[src/rtl/dcache_port_arbiter.sv]
// dcache_port_arbiter
//   Shares the single data-cache port between the scalar load/store unit and
//   the vector address scheduler. One requester owns the port at a time; the
//   grant is held until the cache reports a hit, which is routed back to the
//   owner only. Vector wins arbitration unless it has already taken
//   VEC_BURST_MAX consecutive grants while a scalar request was waiting.
//
//   Optional feature macro: ARB_PERF_CNT_EN adds per-requester stall counters
//   (perf_clr, s_stall_cnt, v_stall_cnt ports).
//
// Ports
//   CLK, RST            clock, synchronous active-high reset
//   s_ren/s_wen/...     scalar request, address, store data, byte enables
//   s_dhit              scalar access complete
//   v_ren/v_wen/...     vector request, address, store data, byte enables
//   v_abort             vector exception: drop the vector access
//   v_dhit              vector access complete
//   d_ren/d_wen/...     cache request toward the dcache
//   d_hit, d_rdata      cache completion and read data
//   owner               00 none, 01 scalar, 10 vector
//   perf_clr            clear stall counters            (ARB_PERF_CNT_EN)
//   s_stall_cnt         scalar stall cycles, saturating (ARB_PERF_CNT_EN)
//   v_stall_cnt         vector stall cycles, saturating (ARB_PERF_CNT_EN)

module dcache_port_arbiter #(
   parameter int unsigned VEC_BURST_MAX = 4,
   parameter int unsigned CNT_W         = 16
) (
   input  logic             CLK,
   input  logic             RST,
   input  logic             s_ren,
   input  logic             s_wen,
   input  logic [31:0]      s_addr,
   input  logic [31:0]      s_wdata,
   input  logic [3:0]       s_byte_en,
   output logic             s_dhit,
   input  logic             v_ren,
   input  logic             v_wen,
   input  logic [31:0]      v_addr,
   input  logic [31:0]      v_wdata,
   input  logic [3:0]       v_byte_en,
   input  logic             v_abort,
   output logic             v_dhit,
   output logic             d_ren,
   output logic             d_wen,
   output logic [31:0]      d_addr,
   output logic [31:0]      d_wdata,
   output logic [3:0]       d_byte_en,
   input  logic             d_hit,
   input  logic [31:0]      d_rdata,
   output logic [1:0]       owner
`ifdef ARB_PERF_CNT_EN
   ,
   input  logic             perf_clr,
   output logic [CNT_W-1:0] s_stall_cnt,
   output logic [CNT_W-1:0] v_stall_cnt
`endif
);

   // State encoding doubles as the owner debug code.
   typedef enum logic [1:0] {
      IDLE   = 2'b00,
      SCALAR = 2'b01,
      VECTOR = 2'b10
   } state_t;

   localparam int unsigned VCNT_W = $clog2(VEC_BURST_MAX + 1);
   localparam logic [VCNT_W-1:0] VCNT_MAX = VCNT_W'(VEC_BURST_MAX);

   state_t            state, state_nxt;
   logic [VCNT_W-1:0] vcnt, vcnt_nxt;
   logic              s_req, v_req;

   // Read data goes straight from the cache to both requesters outside this
   // block; nothing here consumes it.
   logic unused_rdata;
   assign unused_rdata = ^d_rdata;

   assign s_req = s_ren | s_wen;
   assign v_req = v_ren | v_wen;
   assign owner = state;

   always_ff @(posedge CLK) begin
      if (RST) begin
         state <= IDLE;
         vcnt  <= '0;
      end else begin
         state <= state_nxt;
         vcnt  <= vcnt_nxt;
      end
   end

   always_comb begin
      state_nxt = state;
      vcnt_nxt  = vcnt;
      d_ren     = 1'b0;
      d_wen     = 1'b0;
      d_addr    = '0;
      d_wdata   = '0;
      d_byte_en = '0;
      s_dhit    = 1'b0;
      v_dhit    = 1'b0;

      case (state)
         IDLE: begin
            if (v_req && !v_abort && (!s_req || vcnt < VCNT_MAX)) begin
               state_nxt = VECTOR;
               // Only grants taken over a waiting scalar count toward the
               // cap; the guard above keeps vcnt below VCNT_MAX here.
               if (s_req) begin
                  vcnt_nxt = vcnt + VCNT_W'(1);
               end
            end else if (s_req) begin
               state_nxt = SCALAR;
               vcnt_nxt  = '0;
            end
            if (!s_req) begin
               vcnt_nxt = '0;
            end
         end

         SCALAR: begin
            // Write wins when both enables are set.
            d_wen     = s_wen;
            d_ren     = s_ren & ~s_wen;
            d_addr    = s_addr;
            d_wdata   = s_wdata;
            d_byte_en = s_byte_en;
            s_dhit    = d_hit;
            if (d_hit) begin
               state_nxt = IDLE;
            end
         end

         VECTOR: begin
            d_addr    = v_addr;
            d_wdata   = v_wdata;
            d_byte_en = v_byte_en;
            // Abort suppresses the strobes and discards any same-cycle hit.
            if (v_abort) begin
               state_nxt = IDLE;
            end else begin
               d_wen  = v_wen;
               d_ren  = v_ren & ~v_wen;
               v_dhit = d_hit;
               if (d_hit) begin
                  state_nxt = IDLE;
               end
            end
         end

         default: begin
            state_nxt = IDLE;
         end
      endcase
   end

`ifdef ARB_PERF_CNT_EN
   logic s_stall, v_stall;

   // A vector abort cycle is not a stall for the vector side.
   assign s_stall = s_req && (state != SCALAR);
   assign v_stall = v_req && (state != VECTOR) && !v_abort;

   always_ff @(posedge CLK) begin
      if (RST || perf_clr) begin
         s_stall_cnt <= '0;
         v_stall_cnt <= '0;
      end else begin
         if (s_stall && (s_stall_cnt != '1)) begin
            s_stall_cnt <= s_stall_cnt + CNT_W'(1);
         end
         if (v_stall && (v_stall_cnt != '1)) begin
            v_stall_cnt <= v_stall_cnt + CNT_W'(1);
         end
      end
   end
`else
   localparam int unsigned unused_cnt_w = CNT_W;
`endif

endmodule
[config.mk]
export PLATFORM = sky130hd
export DESIGN_NAME = dcache_port_arbiter
export DESIGN_NICKNAME = d
export VERILOG_FILES = /design/src/rtl/dcache_port_arbiter.sv
export SDC_FILE = /design/constraint.sdc
export NUM_CORES = 1
export LEC_CHECK = 0
export BUFFER_PORTS_ARGS = -buffer_cell sky130_fd_sc_hd__buf_2
export CORE_AREA = 5 5 93 95
export DETAILED_ROUTE_END_ITERATION = 6
export DIE_AREA = 0 0 98 100
export PLACE_DENSITY = 0.7
export SYNTH_ARGS = -nofsm -noshare
export SYNTH_HDL_FRONTEND = slang
export SYNTH_SLANG_ARGS = --single-unit
[constraint.sdc]
create_clock -name CLK -period 1.53 [get_ports CLK]
set_clock_uncertainty 0.15 [all_clocks]
set_input_delay 0.153 -clock CLK [delete_from_list [all_inputs] [get_ports CLK]]
set_output_delay 0.153 -clock CLK [all_outputs]
set_load 0.05 [all_outputs]
==> impl_metrics.json <==
{
  "async_flop_share": 0,
  "min_path_type": "primary input to register",
  "grt_pass1_wl_mm": 13.2,
  "hold_violations": 0,
  "first_pass_iters": 4,
  "dp.cells": 523,
  "drive_gt1_frac": 0.924,
  "combPwrFrac": 0.835,
  "worstPathMaxFanout": 9,
  "synth_commonest_cells": "nor2b_1 (72), a22oi_1 (69), buf_2 (14), clkbuf_1 (8), ha_1 (6)",
  "clkPwrFrac": 0.103,
  "synthAdderAreaFrac": 0.0508,
  "ys.flop_type": "dfxtp_1",
  "fin_ws_ps": -339,
  "fmax_mhz": 535,
  "crit_path_end_kind": "output port",
  "layout_worst_path_cycle_share": 1.22,
  "clk_pin_slew_worst_paths_ps": 40,
  "worstPathRequired_ps": 1230,
  "routed-via-count": 2604,
  "slew_viol_final": 0,
  "drv_cap": 0,
  "chipHeight_microns": 100,
  "leakagePower_nw": 1.81,
  "drt-wirelength-per-cell_microns": 16.8,
  "ant_nets": 0,
  "synth_xor_area_frac": 0,
  "ys_seq_elements": 5,
  "grtUsageTotal": 0.160,
  "synth_edf_count": 0,
  "status": "complete, but fails checks",
  "synth_top_family_by_area": "compound AO/OA/AOI/OAI gates",
  "synth-simple-area-share": 0.386,
  "swShare": 0.449,
  "start_util": 0.193,
  "cts_tree": "done",
  "hold_buffers": 0,
  "power.internal_mw": 1.34,
  "critPathKind": "register to output port",
  "num_rows": 32,
  "period_minus_slack_ps": 1870,
  "synth.cell_area_sq_um": 1480,
  "synthCells": 209,
  "drc": 0,
  "cts_buffers": 3,
  "ys_seq_area_frac": 0.0678,
  "fin_nets": 616,
  "antenna_found_initial": 0,
  "ys_warn_count": 0,
  "grt_pass1_vias": 2747,
  "synth_top_area_cell": "a22oi_1",
  "fin_area_sq_um": 4460,
  "stdcell_count": 535,
  "n_antenna_cell": 0,
  "violations": "negative setup slack",
  "switching_power_mw": 1.10,
  "yosys.area.top_type_share": 0.351,
  "finalSetupViolCount": 72,
  "coreArea_sq_um": 7650,
  "relSlewSlack": 0.819,
  "synthDistinctLibCells": 28,
  "startpoint_type": "register",
  "yosysMostFrequentCell": "nor2b_1",
  "synthMuxAreaShare": 0.0136,
  "power.density_nw_per_um2": 547,
  "port_buffers": 217,
  "grt_max_degree": 36,
  "synth-compound-area-share": 0.398,
  "clockRootBuffer": "clkbuf_8",
  "gr-total-overflow": 0,
  "synthesis.nets": 391,
  "ctsHtreeMaxLevel": 1,
  "syn_to_final_growth_pct": 202,
  "place.gp.congestion": 0.958,
  "dp_hpwl_mm": 6.55,
  "drt_wl_total_mm": 9.01,
  "clock_sinks": 5,
  "tightest_slew_ps": 272,
  "synthTopCellsByArea": "a22oi_1 (35%), nor2b_1 (31%), dfxtp_1 (6.8%)",
  "arrival_ps": 1570,
  "rrSetupSlack_ps": 60,
  "ir_drop_mv": 0.564,
  "drt_iter0_drc": 31,
  "rsz0062_at_grt": "true",
  "placed_cell_area_sq_um": 3600,
  "clock_path_buffers": 2,
  "die_area_sq_um": 9800,
  "clock_latency_ps": 230,
  "power_frac_seq": 0.062,
  "io_pins": 250,
  "die_x_microns": 98,
  "vias_per_cell": 4.87,
  "syn_area_per_cell_sq_um": 7.06
}
[per-layer routing]
metal / vias to the layer above / routed length (microns) / GRT usage
li1: 1219 / - / -
met3: 23 / 851 / 0.0479
met5: - / 0 / 0
met1: 1212 / 3150 / 0.175
met2: 150 / 4780 / 0.296
met4: 0 / 224 / 0.0522
[worst max-delay path: stages, from the launching register on]
cell and delay [ps]:
dfxtp_4 390, inv_4 50, ha_4 320, buf_12 130, buf_16 120, nor2b_4 160
buf_6 160
[kinds of logic (layout without fill, tap and decap cells)]
logic type | Yosys count | in the layout
buf+inv | 26 | 250
compound gates | 77 | 77
simple gates | 93 | 93
fa+ha+maj | 6 | 6
mux | 2 | 2
flops | 5 | 5
[path summary, 6_finish.rpt]
path,start,end,cells after the start
min,RST,vcnt[1]$_SDFFE_PP0N_,2
min reg2reg,vcnt[1]$_SDFFE_PP0N_,vcnt[1]$_SDFFE_PP0N_,2
max,owner[1]$_SDFFE_PP0P_,d_wdata[0],6
max reg2reg,owner[1]$_SDFFE_PP0P_,owner[0]$_SDFFE_PP0P_,6
[through the flow]
stage	setup TNS (ps)	total power, mW	setup slack, ps	util	hold slack, ps
after global placement	-9430	1.82	-173	0.471	259
after floorplan	-10530	1.43	-287	-	72.1
after detailed placement	-11020	1.84	-208	0.471	279
after global routing	-24650	2.56	-384	0.583	57.0
after CTS	-22610	2.37	-364	0.555	40.4
final	-20690	2.44	-339	0.583	49.6
[what timing repair did]
| action | CTS | global route |
|---|---|---|
| setup endpoints to repair | 72 | 72 |
| cloned | 2 | 3 |
| buffers inserted | 2 | 1 |
| pin swaps | 11 | 3 |
| resized for setup | 162 | 32 |
[power by group through the flow]
stage | Combinational (mW) | Clock (mW) | Sequential, mW
3_5_place_dp | 1.69 | 0 | 0.153
6_report | 2.04 | 0.251 | 0.151
3_3_place_gp | 1.67 | 0 | 0.152
4_1_cts | 1.95 | 0.261 | 0.151
5_1_grt | 2.14 | 0.273 | 0.151
2_1_floorplan | 1.26 | 0 | 0.168
[cell type report]
type	count	area, sq um
Tap cell	102	128
Timing Repair Buffer	244	2010
Sequential cell	5	108
Multi-Input combinational cell	178	2160
Fill cell	639	3190
Clock buffer	4	45.0
Inverter	2	12.5
[placed cells by master (no fill, tap or decap), types with 3 or more instances in the layout]
master       n
buf_12       7
nor2b_4     68
dfxtp_1      3
ha_4         3
nor2_1       5
buf_2      145
nand3_1      4
buf_8       19
nor2b_2      3
buf_4       11
clkbuf_16    3
buf_6       57
clkbuf_8     3
a22oi_2     66
a22oi_1      3
[flip-flops by register name, summed over array words and instances, names as in the netlist]
name and cells:
owner 2, vcnt 3
Note: power is estimated with default switching activity, not from simulation.
